## src/rtl/inst_queue.sv

```systemverilog
// Circular instruction FIFO between the fetcher and the decoder, with a registered issue port.
// Optional IQ_BYPASS_EN: an instruction that arrives at an empty queue issues directly (1-cycle latency).
module inst_queue #(
    parameter int DEPTH  = 16,
    parameter int ADDR_W = 4
) (
    input  logic        clk,
    input  logic        rst,
    input  logic        rdy,
    input  logic        IF_input_valid,
    input  logic [31:0] IF_inst,
    input  logic [31:0] IF_inst_pc,
    output logic        IF_IQ_is_full,
    input  logic        RS_is_full,
    input  logic        ROB_is_full,
    input  logic        LSB_is_full,
    output logic        ID_output_valid,
    output logic [31:0] ID_inst,
    output logic [31:0] ID_inst_pc,
    input  logic        ROB_roll_back_flag
);

    localparam logic [ADDR_W:0] CNT_DEPTH = (ADDR_W + 1)'(DEPTH);
    localparam logic [ADDR_W:0] CNT_FULL  = (ADDR_W + 1)'(DEPTH - 1);

    logic [31:0]       inst_mem [DEPTH];
    logic [31:0]       pc_mem   [DEPTH];
    logic [ADDR_W-1:0] head;
    logic [ADDR_W-1:0] tail;
    logic [ADDR_W:0]   count;

    logic stall;
    logic push;
    logic pop;
    logic bypass;
    logic store;

    // A bypassed instruction goes straight to the output and never occupies a slot.
    always_comb begin
        stall  = RS_is_full | ROB_is_full | LSB_is_full;
        push   = IF_input_valid && (count < CNT_DEPTH);
        pop    = (count != '0) && !stall;
        bypass = 1'b0;
`ifdef IQ_BYPASS_EN
        bypass = IF_input_valid && (count == '0) && !stall;
`endif
        store  = push && !bypass;
    end

    // One slot of slack absorbs a fetch already in flight when full rises.
    assign IF_IQ_is_full = (count >= CNT_FULL);

    always_ff @(posedge clk) begin
        if (rst && rdy && !ROB_roll_back_flag && store) begin
            inst_mem[tail] <= IF_inst;
            pc_mem[tail]   <= IF_inst_pc;
        end
    end

    always_ff @(posedge clk or negedge rst) begin
        if (!rst) begin
            head            <= '0;
            tail            <= '0;
            count           <= '0;
            ID_output_valid <= 1'b0;
            ID_inst         <= '0;
            ID_inst_pc      <= '0;
        end else if (ROB_roll_back_flag) begin
            head            <= '0;
            tail            <= '0;
            count           <= '0;
            ID_output_valid <= 1'b0;
        end else if (!rdy) begin
            ID_output_valid <= 1'b0;
        end else begin
            ID_output_valid <= pop || bypass;
            if (bypass) begin
                ID_inst    <= IF_inst;
                ID_inst_pc <= IF_inst_pc;
            end else if (pop) begin
                ID_inst    <= inst_mem[head];
                ID_inst_pc <= pc_mem[head];
                head       <= head + 1'b1;
            end
            if (store) begin
                tail <= tail + 1'b1;
            end
            if (store && !pop) begin
                count <= count + 1'b1;
            end else if (!store && pop) begin
                count <= count - 1'b1;
            end
        end
    end

endmodule

```

## config.mk

```make
export PLATFORM = sky130hd
export DESIGN_NAME = inst_queue
export DESIGN_NICKNAME = d
export VERILOG_FILES = /design/src/rtl/inst_queue.sv
export SDC_FILE = /design/constraint.sdc
export NUM_CORES = 1
export LEC_CHECK = 0
export CAP_MARGIN = 20
export CORE_MARGIN = 2
export CORE_UTILIZATION = 48
export CTS_CLUSTER_SIZE = 28
export DETAILED_ROUTE_END_ITERATION = 8
export HOLD_SLACK_MARGIN = 0.12
export PLACE_DENSITY_LB_ADDON = 0.05
export SYNTH_ARGS = -nofsm -noshare
export SYNTH_HDL_FRONTEND = slang
export SYNTH_SLANG_ARGS = --single-unit
export TNS_END_PERCENT = 30
```

## constraint.sdc

```tcl
create_clock -name clk -period 18.9 [get_ports clk]
set_clock_uncertainty 0.1 [all_clocks]
set_input_delay 3.78 -clock clk [delete_from_list [all_inputs] [get_ports clk]]
set_output_delay 3.78 -clock clk [all_outputs]
set_load 0.1 [all_outputs]
```

==> results.rst <==
.. list-table::
   :header-rows: 1

   * - Metric
     - Value
   * - Post-synthesis share of cell area spent on xor and xnor gates
     - 0.00127
   * - Die width
     - 298 µm
   * - Number of antenna violations at the first check in global routing
     - 5
   * - Fin crit share
     - 0.357
   * - Post-detailed-route count of antenna-violating nets
     - 0
   * - Critical Path End Type
     - flip-flop
   * - Iter 0 DRT Violations
     - 1496
   * - Critical path class
     - in -> reg
   * - Leak
     - 14.8 nW
   * - Synth-to-Final Area Change
     - 15.5%
   * - Initial core utilization
     - 0.486
   * - Post-detailed-placement cell area
     - 44200 µm²
   * - DRC violation count after routing
     - 0
   * - Routability Congestion
     - 0.714
   * - CTS-repair resized insts
     - 0
   * - Number of buffers created by CTS
     - 112
   * - Met1 layer wirelength in the final routing
     - 39500 µm
   * - Startpoint kind of the worst setup timing path
     - primary input
   * - Required arrival time at the worst endpoint
     - 19.08 ns
   * - Final-report hold violation count
     - 0
   * - Crit path arrival time
     - 6.93 ns
   * - Endpoints failing setup
     - 0
   * - Sum of met3 wire segment lengths after detailed routing
     - 3770 µm
   * - Cell count after synthesis
     - 1822
   * - Max Transition Viols Final
     - 0
   * - CTS root buffer
     - sky130_fd_sc_hd__clkbuf_16
   * - Count of cell types in the netlist
     - 43
   * - Number of fillers in the final layout
     - 6501
   * - CTS H-tree lvls
     - 3
   * - Maximum clock frequency
     - 148 MHz
   * - Global-route usage over all layers
     - 0.210
   * - Die Span Y
     - 298 µm
   * - Number of storage elements in the synthesis netlist
     - 1102
   * - TritonCTS clock tree
     - done
   * - Final standard cell utilization of the core
     - 0.562
   * - Outcome
     - finished, final reports clean
   * - Via-to-Cell Ratio
     - 5.87
   * - Fraction of the mapped netlist area in adder cells
     - 0.00319
   * - Routed wire length per instance
     - 28.4 µm
   * - TNS Setup
     - 0 ns
   * - Met2 Wirelength
     - 47000 µm
   * - RSZ-0062 raised after global routing
     - no
   * - Latest clock arrival within the worst-skew pair
     - 0.67 ns
   * - Fraction of layout cells with a size suffix above 1
     - 0.261
   * - VDD IR max
     - 0.112 mV
   * - Synth warnings
     - 0
   * - Cell area after synthesis
     - 41500 µm²
   * - Finished Cell Area
     - 48000 µm²
   * - Postcts setup bufs
     - 0
   * - Min cycle time layout
     - 6.75 ns
   * - Async set-or-reset flop fraction in the synthesized netlist
     - 0.0708
   * - Mapped Nets
     - 1904
   * - Clock sinks
     - 1102
   * - Floorplan Core Area
     - 85400 µm²
   * - Number of enable-type register cells in the synthesized netlist
     - 1024
   * - Prevailing post-synth register cell
     - sky130_fd_sc_hd__edfxtp_1
   * - Highest layer used for signal routing
     - met5
   * - Worst setup slack before clock tree synthesis
     - 11.38 ns
   * - Cell Pwr Density
     - 120 nW/µm²
   * - Number of top-level pins
     - 138
   * - Maximum number of pins on one net before global-route repair
     - 136
   * - Clock-pin slew on the worst setup and hold paths
     - 0.06 ns
   * - Congestion Overflow GR
     - 0
   * - Total number of vias
     - 19.1k
   * - Number of global-route vias before repair
     - 20.4k
   * - Hold-fix buffer count after cts
     - 0
   * - Global-route wire length before repair
     - 137000 µm
   * - Number of placement rows
     - 107
   * - Area fraction in compound gates after synthesis
     - 0.0308
   * - Longest Clk Path Bufs
     - 3
   * - Kind of path behind the tightest hold check
     - reg -> reg
   * - Inserted Diodes
     - 0
   * - Commonest non-fill, non-tap cell in the layout
     - sky130_fd_sc_hd__edfxtp_1
   * - Final worst setup slack
     - 12.15 ns
   * - Transition time of the tightest slew-check pin
     - 1.17 ns
   * - Highest-count cells in the layout ignoring fill and taps
     - sky130_fd_sc_hd__edfxtp_1, sky130_fd_sc_hd__mux4_2, sky130_fd_sc_hd__clkdlybuf4s50_1
   * - Initial DRT Pass Iterations
     - 7
   * - Share of cell area taken by muxes after synthesis
     - 0.157
   * - Simple-gate share of the synthesized area
     - 0.00729
   * - DIE AREA
     - 88900 µm²
   * - Total Routed Length
     - 92200 µm
   * - Max Cap Viol
     - 0
   * - Largest family of logic cells by synthesized area
     - multiplexers
   * - Number of buffers added on ports
     - 137
   * - HPWL after detailed placement
     - 46500 µm
   * - Rel. slew slack
     - 0.223
   * - Largest fanout of any net on the critical path
     - 45
   * - Total chip power
     - 0.00575 W
   * - Share of the yosys chip area belonging to registers
     - 0.787
   * - Average size of a mapped cell
     - 22.8 µm²
   * - Final nets
     - 2088
[flip-flops by register name, indices dropped and copies added (netlist names)]
register         count
inst_mem           512
ID_output_valid      1
ID_inst_pc          32
head                 4
ID_inst             32
count                5
tail                 4
pc_mem             512
[where the power goes]
group | switching [W] | internal (W) | total, W | leakage, nW
Sequential | 0.0000615 | 0.00273 | 0.00279 | 10.2
Clock | 0.000903 | 0.00132 | 0.00222 | 1.81
Combinational | 0.000572 | 0.000169 | 0.000741 | 2.83
[routing by layer]
| metal | global-route usage | up-vias |
|---|---|---|
| met2 | 0.358 | 431 |
| met5 | 0 | - |
| met1 | 0.287 | 10300 |
| li1 | - | 8153 |
| met4 | 0.0525 | 8 |
| met3 | 0.0316 | 143 |
[final cells by class]
class / count / area, µm² / area share
tap: 1144 / 1430 / 0.0298
timing repair buffer: 176 / 1670 / 0.0349
clock buffer: 148 / 3030 / 0.0631
multi-input combinational: 609 / 8400 / 0.175
inverter: 5 / 18.8 / 0.000391
sequential: 1102 / 32700 / 0.682
clock inverter: 62 / 704 / 0.0147
[cells in the mapped netlist (5+ instances only)]
cell type,number,area [µm²]
sky130_fd_sc_hd__o22ai_1,128,801
sky130_fd_sc_hd__mux2_2,64,721
sky130_fd_sc_hd__nor2_1,20,75.1
sky130_fd_sc_hd__a21oi_1,69,345
sky130_fd_sc_hd__nand2_1,9,33.8
sky130_fd_sc_hd__mux4_2,256,5770
sky130_fd_sc_hd__inv_1,5,18.8
sky130_fd_sc_hd__nor3_1,5,25.0
sky130_fd_sc_hd__nand2b_1,6,37.5
sky130_fd_sc_hd__clkbuf_1,51,191
sky130_fd_sc_hd__dfrtp_1,78,1950
sky130_fd_sc_hd__buf_2,34,170
sky130_fd_sc_hd__ha_1,9,113
sky130_fd_sc_hd__nand3_1,5,25.0
sky130_fd_sc_hd__buf_4,8,60.1
sky130_fd_sc_hd__buf_6,10,113
sky130_fd_sc_hd__edfxtp_1,1024,30700
[kinds of logic (layout without fill, tap and decap cells)]
logic type	Yosys count	in the layout
compound gates	213	213
xor+xnor	6	6
fa+ha+maj	10	10
buf+inv	111	391
flops	1102	1102
mux	322	322
simple gates	58	58
[worst paths after layout]
check | startpoint | endpoint | slack, ns | depth (start not counted)
max reg2reg | head[1] | ID_inst[3] | 14.96 | 6
min | ID_inst[6] | ID_inst[6] | 0.48 | 2
max | rdy | inst_mem[7][16] | 12.15 | 5
min reg2reg | ID_inst[6] | ID_inst[6] | 0.48 | 2
min in group asynchronous | rst | count[2] | 2.97 | 1
max in group asynchronous | rst | ID_inst[21] | 14.25 | 2
[through the flow]
step	std cells	hold WS (ns)
after floorplan	1822	0.464
after global routing	3246	0.504
final	3246	0.476
after detailed placement	3036	0.462
after global placement	3036	0.456
after CTS	3246	0.479
[worst max-delay path, stage by stage]
cell                              delay, ns
sky130_fd_sc_hd__clkdlybuf4s50_1       0.62
sky130_fd_sc_hd__and3b_1               0.35
sky130_fd_sc_hd__nand4b_1              0.40
sky130_fd_sc_hd__nor2_4                0.76
sky130_fd_sc_hd__buf_4                 0.86
No activity file was read; power rests on OpenSTA's default activity.
